$ cat src/rtl/arb_req_agent_pkg.sv
// ---------------------------------------------------------------------------
// arb_req_pkg
// Shared types and default parameters for the arbiter requester agent.
//   state_t          : agent FSM state encoding (IDLE / XFER)
//   DEF_*            : default values for the agent parameters
//   idx_w()          : width of a client index (at least 1 bit)
// ---------------------------------------------------------------------------
package arb_req_pkg;

    typedef enum logic {
        IDLE = 1'b0,
        XFER = 1'b1
    } state_t;

    localparam int DEF_NUM_CLIENTS = 4;
    localparam int DEF_CNT_W       = 4;
    localparam int DEF_HOLD_CYCLES = 2;

    function automatic int idx_w(input int n);
        return (n > 1) ? $clog2(n) : 1;
    endfunction

endpackage

$ cat src/rtl/arb_req_agent_if.sv
// ---------------------------------------------------------------------------
// arb_req_agent_if
// Bundles the client job handshake, the arbiter req/gnt handshake and the
// agent status outputs.
//   master : the agent (drives req, job_ready, busy, owner, xfer_done, gnt_err)
//   slave  : the environment (drives job_valid and gnt)
// ---------------------------------------------------------------------------
interface arb_req_agent_if
    import arb_req_pkg::*;
#(
    parameter int NUM_CLIENTS = DEF_NUM_CLIENTS
);
    localparam int OW = idx_w(NUM_CLIENTS);

    logic [NUM_CLIENTS-1:0] job_valid;
    logic [NUM_CLIENTS-1:0] job_ready;
    logic [NUM_CLIENTS-1:0] req;
    logic [NUM_CLIENTS-1:0] gnt;
    logic                   busy;
    logic [OW-1:0]          owner;
    logic [NUM_CLIENTS-1:0] xfer_done;
    logic                   gnt_err;

    modport master (
        input  job_valid, gnt,
        output job_ready, req, busy, owner, xfer_done, gnt_err
    );

    modport slave (
        output job_valid, gnt,
        input  job_ready, req, busy, owner, xfer_done, gnt_err
    );

endinterface

$ cat src/rtl/arb_req_agent_client_pend_ctr.sv
// ---------------------------------------------------------------------------
// client_pend_ctr
// Pending-job counter for one client. Saturation is the caller's job: inc is
// only asserted when not full, dec only when nonzero.
//   clk, rst : clock, async active-low reset
//   inc, dec : add / retire one job (both together leave the count unchanged)
//   full     : count is at 2^CNT_W-1
//   nonzero  : at least one job pending
// ---------------------------------------------------------------------------
module client_pend_ctr #(
    parameter int CNT_W = 4
) (
    input  logic clk,
    input  logic rst,
    input  logic inc,
    input  logic dec,
    output logic full,
    output logic nonzero
);

    logic [CNT_W-1:0] cnt;

    always_ff @(posedge clk or negedge rst) begin
        if (!rst) begin
            cnt <= '0;
        end else if (inc && !dec) begin
            cnt <= cnt + 1'b1;
        end else if (dec && !inc) begin
            cnt <= cnt - 1'b1;
        end
    end

    assign full    = &cnt;
    assign nonzero = |cnt;

endmodule

$ cat src/rtl/arb_req_agent.sv
// ---------------------------------------------------------------------------
// arb_req_agent
// Requester side of the req/gnt arbiter handshake. Queues client jobs in
// per-client counters, requests for every client with pending work, and on a
// legal one-hot grant runs a HOLD_CYCLES-long transfer for that client, then
// retires one of its jobs.
//   clk       : clock
//   rst       : async active-low reset
//   bus       : arb_req_agent_if.master (job_valid/job_ready, req/gnt,
//               busy, owner, xfer_done, gnt_err)
//
//   state | meaning
//   ------+------------------------------------------------------------
//   IDLE  | req mirrors pending jobs; waiting for a legal grant
//   XFER  | transfer for owner in progress; req holds owner, gnt ignored
// ---------------------------------------------------------------------------
module arb_req_agent
    import arb_req_pkg::*;
#(
    parameter int NUM_CLIENTS = DEF_NUM_CLIENTS,
    parameter int CNT_W       = DEF_CNT_W,
    parameter int HOLD_CYCLES = DEF_HOLD_CYCLES
) (
    input  logic                 clk,
    input  logic                 rst,
    arb_req_agent_if.master      bus
);

    localparam int OW = idx_w(NUM_CLIENTS);
    localparam int HW = (HOLD_CYCLES > 1) ? $clog2(HOLD_CYCLES) : 1;

    state_t                 state;
    logic [OW-1:0]          owner_q;
    logic [HW-1:0]          hold_q;
    logic [NUM_CLIENTS-1:0] done_q;
    logic                   err_q;

    logic [NUM_CLIENTS-1:0] full;
    logic [NUM_CLIENTS-1:0] nonzero;
    logic [NUM_CLIENTS-1:0] inc;
    logic [NUM_CLIENTS-1:0] dec;
    logic [NUM_CLIENTS-1:0] owner_oh;
    logic                   retire;

    logic [OW-1:0]          gnt_idx;
    logic                   gnt_legal;

    assign owner_oh = {{(NUM_CLIENTS-1){1'b0}}, 1'b1} << owner_q;
    assign retire   = (state == XFER) && (hold_q == '0);
    assign inc      = bus.job_valid & ~full;
    assign dec      = retire ? owner_oh : '0;

    for (genvar i = 0; i < NUM_CLIENTS; i++) begin : g_pend
        client_pend_ctr #(
            .CNT_W   (CNT_W)
        ) u_pend (
            .clk     (clk),
            .rst     (rst),
            .inc     (inc[i]),
            .dec     (dec[i]),
            .full    (full[i]),
            .nonzero (nonzero[i])
        );
    end

    // In IDLE req equals nonzero, so "granted bit is requested" and "granted
    // client has pending work" reduce to the same test.
    always_comb begin
        gnt_idx = '0;
        for (int i = 0; i < NUM_CLIENTS; i++) begin
            if (bus.gnt[i]) begin
                gnt_idx = OW'(i);
            end
        end
        gnt_legal = $onehot(bus.gnt) && |(bus.gnt & nonzero);
    end

    always_ff @(posedge clk or negedge rst) begin
        if (!rst) begin
            state   <= IDLE;
            owner_q <= '0;
            hold_q  <= '0;
            done_q  <= '0;
            err_q   <= 1'b0;
        end else begin
            done_q <= '0;
            err_q  <= 1'b0;
            case (state)
                IDLE: begin
                    if (gnt_legal) begin
                        state   <= XFER;
                        owner_q <= gnt_idx;
                        hold_q  <= HW'(HOLD_CYCLES - 1);
                    end else if (|bus.gnt) begin
                        err_q <= 1'b1;
                    end
                end
                XFER: begin
                    if (hold_q == '0) begin
                        state  <= IDLE;
                        done_q <= owner_oh;
                    end else begin
                        hold_q <= hold_q - 1'b1;
                    end
                end
                default: state <= IDLE;
            endcase
        end
    end

    assign bus.req       = (state == XFER) ? owner_oh : nonzero;
    assign bus.job_ready = ~full;
    assign bus.busy      = (state == XFER);
    assign bus.owner     = owner_q;
    assign bus.xfer_done = done_q;
    assign bus.gnt_err   = err_q;

endmodule

$ cat src/flat_wrapper.sv
// flat-port wrapper written by rule: the top's interface ports become plain ports
module arb_req_agent_flat import arb_req_pkg::*;
#(
    parameter int NUM_CLIENTS = DEF_NUM_CLIENTS,
    parameter int CNT_W       = DEF_CNT_W,
    parameter int HOLD_CYCLES = DEF_HOLD_CYCLES
)
  (clk, rst, bus_job_valid, bus_gnt, bus_job_ready, bus_req, bus_busy, bus_owner, bus_xfer_done, bus_gnt_err);
  arb_req_agent_if #(.NUM_CLIENTS(NUM_CLIENTS)) bus_i ();
  input  logic clk;
  input  logic rst;
  input wire logic [$bits(bus_i.job_valid)-1:0] bus_job_valid;
  input wire logic [$bits(bus_i.gnt)-1:0] bus_gnt;
  output wire logic [$bits(bus_i.job_ready)-1:0] bus_job_ready;
  output wire logic [$bits(bus_i.req)-1:0] bus_req;
  output wire logic [$bits(bus_i.busy)-1:0] bus_busy;
  output wire logic [$bits(bus_i.owner)-1:0] bus_owner;
  output wire logic [$bits(bus_i.xfer_done)-1:0] bus_xfer_done;
  output wire logic [$bits(bus_i.gnt_err)-1:0] bus_gnt_err;
  assign bus_i.job_valid = bus_job_valid;
  assign bus_i.gnt = bus_gnt;
  assign bus_job_ready = bus_i.job_ready;
  assign bus_req = bus_i.req;
  assign bus_busy = bus_i.busy;
  assign bus_owner = bus_i.owner;
  assign bus_xfer_done = bus_i.xfer_done;
  assign bus_gnt_err = bus_i.gnt_err;
  arb_req_agent #(.NUM_CLIENTS(NUM_CLIENTS), .CNT_W(CNT_W), .HOLD_CYCLES(HOLD_CYCLES)) u_core (.clk(clk), .rst(rst), .bus(bus_i));
endmodule
$ cat config.mk
export PLATFORM = sky130hd
export DESIGN_NAME = arb_req_agent_flat
export DESIGN_NICKNAME = d
export VERILOG_FILES = /design/src/rtl/arb_req_agent_pkg.sv /design/src/rtl/arb_req_agent_if.sv /design/src/rtl/arb_req_agent_client_pend_ctr.sv /design/src/rtl/arb_req_agent.sv /design/src/flat_wrapper.sv
export SDC_FILE = /design/constraint.sdc
export NUM_CORES = 1
export LEC_CHECK = 0
export CAP_MARGIN = 20
export CORE_UTILIZATION = 45
export CTS_CLUSTER_DIAMETER = 80
export DETAILED_ROUTE_END_ITERATION = 10
export GPL_TIMING_DRIVEN = 0
export PLACE_DENSITY_LB_ADDON = 0.1
export RECOVER_POWER = 50
export SKIP_LAST_GASP = 1
export SYNTH_ARGS = -nofsm -noshare
export SYNTH_HDL_FRONTEND = slang
export SYNTH_SLANG_ARGS = --single-unit
$ cat constraint.sdc
create_clock -name clk -period 5.8 [get_ports clk]
set_input_delay 0.87 -clock clk [delete_from_list [all_inputs] [get_ports clk]]
set_output_delay 0.87 -clock clk [all_outputs]
set_load 0.02 [all_outputs]
== Word-level counts from Yosys, hierarchy flattened ==
Index checks and enable logic that the tools add are counted.
Cells by class
  bitwise operators: 5
  equality and inequality tests: 2
  shifts and indexed selects: 1
  reduce and logical (&&, ||, !) cells: 33
  add/subtract/negate cells: 12
  muxes and demuxes: 24
Operators with widths (number)
  2-to-1 mux 4 bit: 12
  OR reduction 4 bit: 6
  adder 4 x 1 -> 4 bit, second input constant: 4
  AND reduction 4 bit: 4
  subtractor 4 x 1 -> 4 bit, second input constant: 4
  logical AND 1 bit: 10
  AND 4 bit: 2
  logical NOT 1 bit: 8
  2-to-1 mux 1 bit: 8
  nonzero test 2 bit: 4
  adder 1 x 1 -> 2 bit: 2
  2-to-1 mux 2 bit: 2
  NOT 4 bit: 1
  one-hot mux 1 bit (2 select lines): 2
  left shift 1 x 2 -> 4 bit, first input constant: 1
  adder 3 bit: 1
  == test 3 x 1 -> 1 bit, second input constant: 1
  inequality test 2 x 1 -> 1 bit, second input constant: 1
  NOT 1 bit: 2
  AND reduction 2 bit: 1
  subtractor 1 bit, second input constant: 1
Storage, ports and cells
  logic and storage cells: 86
  register bits after elaboration: 25

== Longest topological paths before layout ==
  depth in word-level cells: 7
  mapped depth: 11
  gate-level depth less buffers: 11

== Modules after synthesis ==
From an unflattened synthesis, not the netlist that was laid out.
Second synthesis, totals
  cell total of the unflattened synthesis: 186
  area, all modules: 1893.1 µm²
Modules (own cells, without submodules)
  client_pend_ctr: times used 4, seq. area each 100.1 µm², area each 324.1 µm², cells an instance 31
  arb_req_agent: times used 1, seq. area each 225.2 µm², area each 596.8 µm², cells an instance 62

== Least setup slack after synthesis ==
Ideal clock, no wire load.
  path kind: input-to-reg
  from: input bus_gnt[2]
  to: register u_core.owner_q[0], in the netlist u_core.bus.owner[0]
  stages on the path: 7
  data arrival time: 2.295 ns
  data required time: 5.672 ns
  setup time: 0.128 ns
  setup slack: 3.377 ns
  buffers on the path: 0
  path through: inv_1 -> ha_1 -> ha_1 -> fa_1 -> nor2_1 -> nand4b_2 -> mux2i_1
On the way
  cells in the longest elaborated chain, start to end: 5
  elaborated cells on any way between the ends: 9
  those cells by class: add/sub: 2; eq/ne: 1; mux: 2; bitwise: 1; reduce/logical: 3
RTL lines
  from (decl): line flat_wrapper.sv:13  | input wire logic [$bits(bus_i.gnt)-1:0] bus_gnt;
  adder 1 x 1 -> 2 bit (implied by the code): line arb_req_agent.sv:75  | gnt_legal = $onehot(bus.gnt) && |(bus.gnt & nonzero);
  adder 3 bit (implied by the code): line arb_req_agent.sv:75
  == test 3 x 1 -> 1 bit: line arb_req_agent.sv:75
  logical AND 1 bit: line arb_req_agent.sv:75
  AND reduction 2 bit (no line)
  to (signal assigned): line arb_req_agent.sv:92  | owner_q <= gnt_idx;
  to (decl): line arb_req_agent.sv:33  | logic [OW-1:0] owner_q;
Several ways; a longest one is shown, not always the timed one.
A chain may end at the register's enable or synchronous reset.

== Worst setup path in the final report ==
  from: register u_core.state, in the netlist u_core.bus.busy
  to: output bus_req[1]
On the way
  cells in the longest elaborated chain, start to end: 1
RTL lines
  from (decl): line arb_req_agent.sv:32  | state_t state;
  from (signal assigned): line arb_req_agent.sv:80  | state <= IDLE;
  from (signal assigned): line arb_req_agent.sv:91  | state <= XFER;
  from (signal assigned): line arb_req_agent.sv:100  | state <= IDLE;
  2-to-1 mux 4 bit: line arb_req_agent.sv:111  | assign bus.req = (state == XFER) ? owner_oh : nonzero;
  to (decl): line flat_wrapper.sv:15  | output wire logic [$bits(bus_i.req)-1:0] bus_req;
Every way passes these cells.

==> impl_metrics.csv <==
group,metric,value,unit
final_layout,stdcell_count,226,
worst_hold_path,hp-class,"flop to flop",
global_route,gr-total-overflow,0,
worst_setup_path,worstPathRequired,4.93,ns
yosys,ys_seq_elements,25,
sta,period_minus_slack,2.883,ns
placement,dp.cells,222,
final_layout,layout_commonest_cell,"dfrtp_1",
placement,portBuffers,25,
sta,finalCritPeriodShare,49.71,%
drt,drtAntennaViolNets,0,
drt,wl,2.927,mm
sta,maxSlewViolCount,0,
run,maxCapViolCount,0,
final_layout,syn2layout_area_growth,21.51,%
sta,clock.fmax,346.8,MHz
cts,cts_tree,"yes",
drt,vias,1198,
yosys,synth_area_per_cell,10.51,µm²
die,start_util,47.24,%
final_layout,antenna_cells,0,
global_route,grt.total_usage,17.63,%
drt,post_drt_wl_per_cell,12.95,µm
run_status,status,"finished, final reports clean",
die,die_area,0.003744,mm²
worst_setup_path,critPathLaunchType,"flop",
final_layout,final_net_count,213,
final_layout,final_cell_mix,"dfrtp_1 (25), clkdlybuf4s50_1 (24), ha_1 (17)",
worst_setup_path,critPathCaptureType,"output pin",
sta,relSlewSlack,29.65,%
sta,worst_slew_pin_slew,1.055,ns
die,ios,26,
placement,dp_slack,2.640,ns
die,die_w,61.19,µm
yosys,synth_area,0.001577,mm²
cts,htreeDepth,1,
cts,clock_sinks,25,
drt,dr.pass1.iters,4,
sta,rsz0062_at_grt,"false",
global_route,grt_max_degree,20,
yosys,seq_area_frac_synth,39.68,%
cts,hold_buffers,0,
sta,timing_hold_violations_final,0,
drt,route.detailed.drc,0,
die,rows,21,
sta,finalSetupTns,0,ns
global_route,grt_pass1_wl,4.940,mm
power_and_ir_drop,leakagePower,0.8870,nW
yosys,syn_nets,182,
yosys,synth_cell_types,24,
worst_setup_path,cp_max_fo,10,
global_route,first_global_vias,1171,
cts,cts_root_buf,"clkbuf_4",
cts,post_cts_resized,0,
die,core,0.003337,mm²
placement,dpl.hpwl,2.380,mm
die,fp.dieH,61.19,µm
cts,clk_pin_slew,0.14,ns
drt,viasPerCell,5.301,
yosys,synthCells,150,
power_and_ir_drop,ir_worst_vdd,0.0002532,V
sta,skew,0.003300,ns
yosys,ys_warn_count,0,
power_and_ir_drop,p_per_area,532.1,mW/mm²
cts,clk_latency,0.32,ns
worst_setup_path,path_class,"flop to output pin",
sta,setup_slack,2.917,ns
global_route,antenna_found_initial,0,
cts,clock_tree.buffer_depth,2,
cts,cts_setup_buffers,0,
final_layout,drive_gt1_share,6.111,%
worst_setup_path,worstPathArrival,2.01,ns
drt,drt_iter0_drc,49,
cts,cts_made_buffers,3,
placement,place_congestion,0.8818,
sta,setup_viol_count_final,0,
-- state kept, by name, indices dropped and copies added, names as in the netlist --
register / count
u_core.bus.gnt_err: 1
u_core.hold_q: 1
u_core.bus.xfer_done: 4
u_core.g_pend.u_pend.cnt: 16
u_core.bus.owner: 2
u_core.bus.busy: 1
-- critical path: stages, from the launching register on --
cell,delay [ns]
dfrtp_1,0.47
clkbuf_1,0.34
nand3_1,0.13
o21ai_0,0.11
clkdlybuf4s50_1,0.64
-- through the flow --
stage                     total power [mW]  hold slack (ns)  cell area [µm²]  utilization [%]
after floorplan                     0.7579           0.4836             1577                -
after global placement              0.9227           0.5040             1884            56.47
after detailed placement            0.9488           0.5228             1912            57.29
after CTS                            1.033           0.5435             1939            58.12
after global routing                 1.114           0.5693             1916            57.41
final                                1.019           0.5438             1916            57.41
-- cell usage after synthesis --
master,n,area (µm²)
a21o_1,4,30.03
a21o_2,1,8.760
a21oi_1,5,25.02
a31oi_1,2,12.51
and2_1,4,25.02
clkbuf_1,1,3.750
dfrtp_1,25,625.6
fa_1,5,100.1
ha_1,17,212.7
inv_1,14,52.55
mux2_2,4,45.04
mux2i_1,6,60.06
nand2_1,9,33.78
nand2b_1,1,6.260
nand3_1,5,25.02
nand4_1,5,31.28
nand4b_2,1,15.01
nor2_1,12,45.04
nor2b_1,1,6.260
nor4_1,4,25.02
o21ai_0,8,40.04
o41ai_1,3,26.28
o41ai_2,1,16.27
xnor2_1,12,105.1
-- kinds of logic (layout without fill, tap and decap cells) --
| group | Yosys count | in the layout | share of synthesized area (%) |
|---|---|---|---|
| AO/OA/AOI/OAI | 24 | 24 | 10.08 |
| flip-flops | 25 | 25 | 39.68 |
| XOR/XNOR | 12 | 12 | 6.667 |
| AND/OR/NAND/NOR | 42 | 42 | 13.49 |
| multiplexers | 10 | 10 | 6.667 |
| buffers and inverters | 15 | 45 | 3.571 |
| adder cells (fa/ha/maj) | 22 | 22 | 19.84 |
-- where the power goes --
group / total [mW] / internal [mW] / switching [mW] / leakage (nW)
clock network: 0.0797 / 0.0259 / 0.0538 / 0.0177
registers: 0.375 / 0.258 / 0.117 / 0.301
logic: 0.565 / 0.295 / 0.270 / 0.568
total: 1.02 / 0.579 / 0.441 / 0.887
-- cell type report --
cell class / instances / area, µm²
fill: 298 / 1421
clock inverter: 1 / 5.005
tap: 46 / 57.56
multi-input combinational: 110 / 894.6
timing repair buffer: 26 / 254.0
clock buffer: 3 / 22.52
buffer: 1 / 3.754
inverter: 14 / 52.55
sequential: 25 / 625.6
-- metal layers --
metal	GRT usage [%]	share of wire (%)
met2	30.43	48
met5	0	0
met1	23.08	47
met3	3.782	4.0
met4	2.922	0.44
-- final timing paths --
| path | start | to | slack (ns) | cells past startpoint |
|---|---|---|---|---|
| max | u_core.bus.busy$_DFF_PN0_ | bus_req[1] | 2.92 | 4 |
| min | u_core.g_pend[3].u_pend.cnt[3]$_DFFE_PN0P_ | u_core.g_pend[3].u_pend.cnt[3]$_DFFE_PN0P_ | 0.54 | 1 |
| max reg2reg | u_core.bus.busy$_DFF_PN0_ | u_core.g_pend[3].u_pend.cnt[3]$_DFFE_PN0P_ | 3.42 | 11 |
| min reg2reg | u_core.g_pend[3].u_pend.cnt[3]$_DFFE_PN0P_ | u_core.g_pend[3].u_pend.cnt[3]$_DFFE_PN0P_ | 0.54 | 1 |
| max in group asynchronous | rst | u_core.hold_q$_DFFE_PN0P_ | 3.67 | 2 |
| min in group asynchronous | rst | u_core.g_pend[0].u_pend.cnt[2]$_DFFE_PN0P_ | 0.86 | 1 |
Note: power is estimated with default switching activity, not from simulation.
